==> config.mk <==
export PLATFORM = sky130hd
export DESIGN_NAME = muldiv_unit
export DESIGN_NICKNAME = d
export VERILOG_FILES = /design/src/rtl/muldiv_pkg.sv /design/src/rtl/muldiv_addsub.sv /design/src/rtl/muldiv_unit.sv
export SDC_FILE = /design/constraint.sdc
export NUM_CORES = 1
export LEC_CHECK = 0
export ABC_AREA = 1
export CORE_MARGIN = 2
export CORE_UTILIZATION = 45
export DETAILED_ROUTE_END_ITERATION = 12
export GPL_TIMING_DRIVEN = 0
export PLACE_DENSITY = 0.66
export REMOVE_ABC_BUFFERS = 1
export SYNTH_ARGS = -nofsm -noshare
export SYNTH_HDL_FRONTEND = slang
export SYNTH_SLANG_ARGS = --single-unit
==> constraint.sdc <==
create_clock -name clk -period 3.3 [get_ports clk]
set_clock_uncertainty 0.1 [all_clocks]
set_input_delay 0.66 -clock clk [delete_from_list [all_inputs] [get_ports clk]]
set_output_delay 0.66 -clock clk [all_outputs]
set_load 0.05 [all_outputs]
==> src/rtl/muldiv_pkg.sv <==
`default_nettype none
// ============================================================================
// Module   : muldiv_pkg
// Brief    : Shared op encodings, FSM state type and op-decoding predicates
//            for the iterative multiply/divide unit.
// Revision : 1.0
// ============================================================================
package muldiv_pkg;

   // RISC-V funct3 encodings for the M extension
   localparam logic [2:0] OP_MUL    = 3'd0;
   localparam logic [2:0] OP_MULH   = 3'd1;
   localparam logic [2:0] OP_MULHSU = 3'd2;
   localparam logic [2:0] OP_MULHU  = 3'd3;
   localparam logic [2:0] OP_DIV    = 3'd4;
   localparam logic [2:0] OP_DIVU   = 3'd5;
   localparam logic [2:0] OP_REM    = 3'd6;
   localparam logic [2:0] OP_REMU   = 3'd7;

   typedef enum logic [1:0] {
      ST_IDLE = 2'd0,
      ST_CALC = 2'd1,
      ST_FIX  = 2'd2,
      ST_DONE = 2'd3
   } state_t;

   function automatic logic is_div(input logic [2:0] op);
      return op[2];
   endfunction

   function automatic logic is_signed_a(input logic [2:0] op);
      return (op == OP_MULH) || (op == OP_MULHSU) || (op == OP_DIV) || (op == OP_REM);
   endfunction

   function automatic logic is_signed_b(input logic [2:0] op);
      return (op == OP_MULH) || (op == OP_DIV) || (op == OP_REM);
   endfunction

endpackage : muldiv_pkg
`default_nettype wire

==> src/rtl/muldiv_addsub.sv <==
`default_nettype none
// ============================================================================
// Module   : muldiv_addsub
// Brief    : Combinational W-bit adder/subtractor with carry-out; cout=1 on
//            subtract means no borrow (a >= b unsigned).
// Revision : 1.0
// ============================================================================
module muldiv_addsub
   import muldiv_pkg::*;
#(
   parameter int W = 33
) (
   input  logic [W-1:0] a,
   input  logic [W-1:0] b,
   input  logic         sub,
   output logic [W-1:0] sum,
   output logic         cout
);

   logic [W-1:0] w_b_eff;

   always_comb begin
      w_b_eff     = sub ? ~b : b;
      {cout, sum} = {1'b0, a} + {1'b0, w_b_eff} + {{W{1'b0}}, sub};
   end

endmodule : muldiv_addsub
`default_nettype wire

==> src/rtl/muldiv_unit.sv <==
`default_nettype none
// ============================================================================
// Module   : muldiv_unit
// Brief    : Iterative radix-2 RV32M/RV64M multiply/divide unit with
//            valid/ready handshake, kill and ISA-defined boundary results.
//            Build option: MULDIV_EARLY_OUT_EN (trivial operands skip CALC).
// Revision : 1.0
// ============================================================================
module muldiv_unit
   import muldiv_pkg::*;
#(
   parameter int XLEN = 32
) (
   input  logic            clk,
   input  logic            rst_n,
   input  logic            in_valid,
   output logic            in_ready,
   input  logic [2:0]      in_op,
   input  logic [XLEN-1:0] in_a,
   input  logic [XLEN-1:0] in_b,
   input  logic            kill,
   output logic            out_valid,
   input  logic            out_ready,
   output logic [XLEN-1:0] out_result,
   output logic            out_divzero
);

   localparam int                 c_cnt_w    = $clog2(XLEN);
   localparam logic [c_cnt_w-1:0] c_last_cnt = c_cnt_w'(XLEN - 1);
   localparam logic [c_cnt_w-1:0] c_cnt_one  = c_cnt_w'(1);

   state_t              r_state;
   state_t              w_next_state;
   logic [c_cnt_w-1:0]  r_cnt;
   logic [2:0]          r_op;
   logic                r_neg_res;
   logic                r_neg_rem;
   logic                r_divzero;
   logic [XLEN-1:0]     r_opnd;
   logic [2*XLEN-1:0]   r_prod;
   logic                r_out_valid;
   logic [XLEN-1:0]     r_out_result;
   logic                r_out_divzero;

   logic                w_accept;
   logic                w_sign_a;
   logic                w_sign_b;
   logic                w_b_zero;
   logic                w_early;
   logic [XLEN-1:0]     w_a_mag;
   logic [XLEN-1:0]     w_b_mag;
   logic [2*XLEN-1:0]   w_load_prod;

   logic [XLEN-1:0]     w_hi;
   logic [XLEN-1:0]     w_lo;
   logic                w_as_sub;
   logic [XLEN:0]       w_as_a;
   logic [XLEN:0]       w_as_b;
   logic [XLEN:0]       w_as_sum;
   logic                w_as_cout;
   logic [2*XLEN-1:0]   w_step;

   logic [2*XLEN-1:0]   w_prod_fix;
   logic [XLEN-1:0]     w_quo;
   logic [XLEN-1:0]     w_rem;
   logic [XLEN-1:0]     w_fix_result;

   assign w_accept    = (r_state == ST_IDLE) && in_valid && !kill;
   assign in_ready    = (r_state == ST_IDLE);
   assign out_valid   = r_out_valid;
   assign out_result  = r_out_result;
   assign out_divzero = r_out_divzero;

   // Operand preparation: signed operands become magnitudes, signs remembered
   always_comb begin
      w_sign_a    = is_signed_a(in_op) & in_a[XLEN-1];
      w_sign_b    = is_signed_b(in_op) & in_b[XLEN-1];
      w_a_mag     = w_sign_a ? -in_a : in_a;
      w_b_mag     = w_sign_b ? -in_b : in_b;
      w_b_zero    = (in_b == '0);
      w_load_prod = is_div(in_op) ? {{XLEN{1'b0}}, w_a_mag} : {{XLEN{1'b0}}, w_b_mag};
      w_early     = 1'b0;
`ifdef MULDIV_EARLY_OUT_EN
      if (is_div(in_op)) begin
         if (w_b_zero) begin
            // Remainder half holds |a| so FIX re-signs it back to in_a
            w_early     = 1'b1;
            w_load_prod = {w_a_mag, {XLEN{1'b0}}};
         end else if (is_signed_a(in_op) && (in_a == {1'b1, {(XLEN-1){1'b0}}}) &&
                      (in_b == '1)) begin
            w_early = 1'b1;
         end
      end else if ((in_a == '0) || w_b_zero) begin
         w_early     = 1'b1;
         w_load_prod = '0;
      end
`endif
   end

   // One radix-2 step: shift-add for multiply, restoring subtract for divide
   assign w_hi     = r_prod[2*XLEN-1:XLEN];
   assign w_lo     = r_prod[XLEN-1:0];
   assign w_as_sub = is_div(r_op);

   always_comb begin
      w_as_a = w_as_sub ? {w_hi, w_lo[XLEN-1]} : {1'b0, w_hi};
      w_as_b = (w_as_sub || w_lo[0]) ? {1'b0, r_opnd} : '0;
      if (!w_as_sub) begin
         w_step = {w_as_sum, w_lo[XLEN-1:1]};
      end else if (w_as_cout) begin
         w_step = {w_as_sum[XLEN-1:0], w_lo[XLEN-2:0], 1'b1};
      end else begin
         w_step = {w_as_a[XLEN-1:0], w_lo[XLEN-2:0], 1'b0};
      end
   end

   muldiv_addsub #(
      .W    (XLEN + 1)
   ) u_addsub (
      .a    (w_as_a),
      .b    (w_as_b),
      .sub  (w_as_sub),
      .sum  (w_as_sum),
      .cout (w_as_cout)
   );

   // Sign correction and result selection; quotient of x/0 is forced to all ones
   always_comb begin
      w_prod_fix = r_neg_res ? -r_prod : r_prod;
      w_quo      = r_divzero ? '1 : (r_neg_res ? -w_lo : w_lo);
      w_rem      = r_neg_rem ? -w_hi : w_hi;
      case (r_op)
         OP_MUL:                       w_fix_result = w_prod_fix[XLEN-1:0];
         OP_MULH, OP_MULHSU, OP_MULHU: w_fix_result = w_prod_fix[2*XLEN-1:XLEN];
         OP_DIV, OP_DIVU:              w_fix_result = w_quo;
         default:                      w_fix_result = w_rem;
      endcase
   end

   always_ff @(posedge clk or negedge rst_n) begin
      if (!rst_n) begin
         r_state <= ST_IDLE;
      end else begin
         r_state <= w_next_state;
      end
   end

   always_comb begin
      w_next_state = r_state;
      if (kill) begin
         w_next_state = ST_IDLE;
      end else begin
         case (r_state)
            ST_IDLE: if (w_accept) w_next_state = w_early ? ST_FIX : ST_CALC;
            ST_CALC: if (r_cnt == c_last_cnt) w_next_state = ST_FIX;
            ST_FIX:  w_next_state = ST_DONE;
            ST_DONE: if (out_ready) w_next_state = ST_IDLE;
            default: w_next_state = ST_IDLE;
         endcase
      end
   end

   always_ff @(posedge clk or negedge rst_n) begin
      if (!rst_n) begin
         r_cnt         <= '0;
         r_op          <= OP_MUL;
         r_neg_res     <= 1'b0;
         r_neg_rem     <= 1'b0;
         r_divzero     <= 1'b0;
         r_opnd        <= '0;
         r_prod        <= '0;
         r_out_valid   <= 1'b0;
         r_out_result  <= '0;
         r_out_divzero <= 1'b0;
      end else if (kill) begin
         r_out_valid <= 1'b0;
      end else begin
         case (r_state)
            ST_IDLE: begin
               if (w_accept) begin
                  r_op      <= in_op;
                  r_neg_res <= w_sign_a ^ w_sign_b;
                  r_neg_rem <= w_sign_a;
                  r_divzero <= is_div(in_op) & w_b_zero;
                  r_opnd    <= is_div(in_op) ? w_b_mag : w_a_mag;
                  r_prod    <= w_load_prod;
                  r_cnt     <= '0;
               end
            end
            ST_CALC: begin
               r_prod <= w_step;
               r_cnt  <= r_cnt + c_cnt_one;
            end
            ST_FIX: begin
               r_out_valid   <= 1'b1;
               r_out_result  <= w_fix_result;
               r_out_divzero <= r_divzero;
            end
            default: begin
               if (out_ready) r_out_valid <= 1'b0;
            end
         endcase
      end
   end

endmodule : muldiv_unit
`default_nettype wire

==> results.cfg <==
[routing]
via_count = 18700
postRouteWirelength_um = 67000
postRouteAntennaNets = 0
viasPerCell = 5.82
post_drt_wl_per_cell_um = 20.8
drt_first_pass_iters = 7
post-route-drc-count = 0
drtIter0Drc = 1995

[yosys]
synth_commonest_cells = nand2_1 (813), nor2_1 (299), inv_1 (298)
netlist.area_leader.share_pct = 23.0
ys_ff_latch = 143
synth_xor_xnor_area_share_pct = 4.05
synth.area.mux_share_pct = 0
syn_inst = 2682
yosys.area.top_type = dfrtp_1
synth-simple-area-share_pct = 39.6
synth-async-reset-ratio_pct = 100
seq_area_frac_synth_pct = 23.0
synth_area_um2 = 15600
synth_adder_area_share_pct = 3.51
synth_cell_types = 60
synth_top_family_by_area = simple AND/OR/NAND/NOR gates
synthMostInstantiatedCell = nand2_1
syn_avg_cell_area_um2 = 5.80
yosys_most_used_dff = dfrtp_1
synth-compound-area-share_pct = 19.1
yosys-top-cells-area = dfrtp_1 (23%), nand2_1 (20%), o21ai_0 (7.5%)
synth_edf_count = 0
yosysWarnings = 0

[timing]
setup_viol = 0
maxSlewViolCount = 0
setup_ws_ps = 47.9
tightestPinTransition_ps = 968
finalCritPeriodShare_pct = 98.5
rsz0062_at_grt = true
fmax_mhz = 307
slew_headroom_pct = 35.5
hold_viol_final = 0
period_minus_slack_ps = 3250

[setup_path]
cp_data_required_time_ps = 3520
critPathSlowestCell = dfrtp_4
worstPathArrival_ps = 3470
cp_cell_sequence = buf_12 > buf_4 > o21ai_0 > ha_2 > nand2_2 > o21ai_1 > a21oi_2 > nor2_2 > nor2_4 > nand2_8 > nor2_8 > buf_12 > nand2_1 > nand3b_1 > o21ai_1
cpPeakStageDelay_ps = 540
start_kind = flip-flop
path_class = flip-flop to flip-flop
rrSetupSlack_ps = 50
rr_endpoint = r_prod[51]$_DFFE_PN0P_
r2r_start = r_op[2]$_DFFE_PN0P_
reg2reg_depth = 15
crit_fanout = 7
cp-end-kind = flip-flop

[clocking]
clk_latency_ps = 460
cts_root_buf = clkbuf_16
clockBufferDepth = 2
cts.sinks = 143
cts-buffers-inserted = 17
path_clk_slew_ps = 60
cts_tree = yes
cts_max_level = 4
cts_hold_buf = 0

[placement]
hpwlAfterDp_um = 50900
io_buffers = 106
place_ws_ps = -1710
gp_congestion = 0.974

[flow_run]
maxCapViolations = 0

[global_routing]
grt_use_total_pct = 36.6
grt_pass1_wl_um = 100000
grt_max_degree = 86
use_met1_pct = 47.3
grt-busiest-layer = met2
overflow = 0
grt_pass1_vias = 17300
antenna_found_initial = 0
globalRouteMet3Util_pct = 4.93
use_met2_pct = 58.6

[floorplan]
initial_core_util_pct = 45.4
fp-row-count = 68
core_area_um2 = 34300
die_w_um = 190
fp.dieH_um = 190
die-area_um2 = 36100
ios = 107

[finish]
drive_gt1_share_pct = 8.51
fin_util_pct = 54.1
antenna_cells = 0
nFillCells = 3491
area_delta_synth_final_pct = 19.3
fin_nets = 2863

[outcome]
status = finished clean

[power_and_ir_drop]
irDropWorstVdd_uv = 654
power-per-cell-area_nw_per_um2 = 1220
p_leak_uw = 0.00882

[hold_path]
hp-class = primary input to async pin
layout make-up:
| class | count | area, µm² | area share (%) |
|---|---|---|---|
| Tap cell | 455 | 569 | 3.07 |
| Timing Repair inverter | 2 | 12.5 | 0.0674 |
| Multi-Input combinational cell | 2121 | 10900 | 58.7 |
| Clock inverter | 11 | 165 | 0.890 |
| Inverter | 315 | 1220 | 6.60 |
| Clock buffer | 20 | 457 | 2.46 |
| Timing Repair Buffer | 148 | 1650 | 8.91 |
| Sequential cell | 143 | 3580 | 19.3 |
stage by stage:
stage	hold slack, ps	TNS [ps]	std cells	instance area, µm²	total power [µW]
6_report	210	0	3215	18600	22700
5_1_grt	275	-79.6	3215	18600	24300
4_1_cts	248	-92.1	3195	17900	21000
3_5_place_dp	364	-122940	3144	16900	18100
3_3_place_gp	362	-1141550	3135	16700	18000
2_1_floorplan	264	-166910	2574	15100	13200
how the worst max path moves through the flow:
stage	start	to	slack, ps	cells past startpoint
after floorplan	r_op[2]$_DFFE_PN0P_	r_prod[34]$_DFFE_PN0P_	-2520	15
after global placement	rst_n	r_state[0]$_DFFE_PN0P_	-4760	1
after detailed placement	kill	r_opnd[28]$_DFFE_PN0P_	-1710	9
after CTS	r_state[0]$_DFFE_PN0P_	r_opnd[28]$_DFFE_PN0P_	-40	11
after global routing	r_op[2]$_DFFE_PN0P_	r_prod[51]$_DFFE_PN0P_	-30	18
final	r_op[2]$_DFFE_PN0P_	r_prod[51]$_DFFE_PN0P_	50	15
kinds of logic (layout without fill, tap and decap cells):
kind of cell | count (synthesis) | after routing
compound gates | 536 | 536
fa+ha+maj | 43 | 43
flops | 143 | 143
xor+xnor | 72 | 72
simple gates | 1465 | 1470
buf+inv | 423 | 496
worst max-delay path, delay by kind of cell, from the launching register on:
| kind | cells | cell delay, ps |
|---|---|---|
| buffers and inverters | 3 | 470 |
| and+or+nand+nor | 7 | 800 |
| adders and majority gates | 1 | 430 |
| AOI/OAI and AO/OA | 4 | 750 |
| DFF | 1 | 540 |
sequential cells by signal, indices dropped and copies added (netlist names):
name and cells:
r_cnt 5, r_prod 64, r_divzero 1, r_op 3, r_neg_res 1, out_result 32, r_state 2, out_valid 1
out_divzero 1, r_opnd 32, r_neg_rem 1
metal layers:
layer / share of wire [%] / up-vias
li1: - / 8881
met1: 41 / 8759
met2: 45 / 870
met3: 7.1 / 188
met4: 6.5 / 0
met5: 0 / -
report_power, final:
part | leakage (µW) | switching, µW | internal (µW)
registers | 0.00178 | 1020 | 2540
logic | 0.00673 | 11400 | 5550
clock network | 0.000306 | 835 | 1300
total | 0.00882 | 13300 | 9380
timing repair:
action,4_1_cts,5_1_grt
gates resized for setup,44,111
setup buffers,15,14
pin swaps,8,10
cloned,5,5
endpoints found under the setup margin,111,70
cell usage in the layout (no fill, tap or decap), types with 4 or more instances in the layout:
| master | n |
|---|---|
| nand2_1 | 801 |
| inv_1 | 295 |
| nor2_1 | 281 |
| nand3_1 | 226 |
| o21ai_0 | 203 |
| dfrtp_1 | 140 |
| a21oi_1 | 139 |
| clkdlybuf4s50_1 | 104 |
| o21ai_1 | 62 |
| xor2_1 | 58 |
| nand4_1 | 38 |
| o211ai_1 | 29 |
| a21oi_2 | 24 |
| nor3_1 | 24 |
| nand2_2 | 21 |
| buf_4 | 21 |
| a21boi_1 | 20 |
| nor2_2 | 19 |
| ha_1 | 19 |
| clkbuf_16 | 19 |
| nor2_4 | 16 |
| o221ai_1 | 15 |
| ha_4 | 15 |
| inv_2 | 12 |
| xnor2_1 | 12 |
| nand3b_1 | 11 |
| ha_2 | 8 |
| o21ai_2 | 7 |
| a22oi_1 | 7 |
| buf_16 | 6 |
| or2_2 | 5 |
| clkinv_2 | 5 |
| buf_6 | 5 |
| buf_12 | 5 |
| clkinvlp_4 | 4 |
| o21a_1 | 4 |
| nand3_2 | 4 |
| a31oi_1 | 4 |
| bufinv_16 | 4 |
Power figures use the tool's default switching activity.
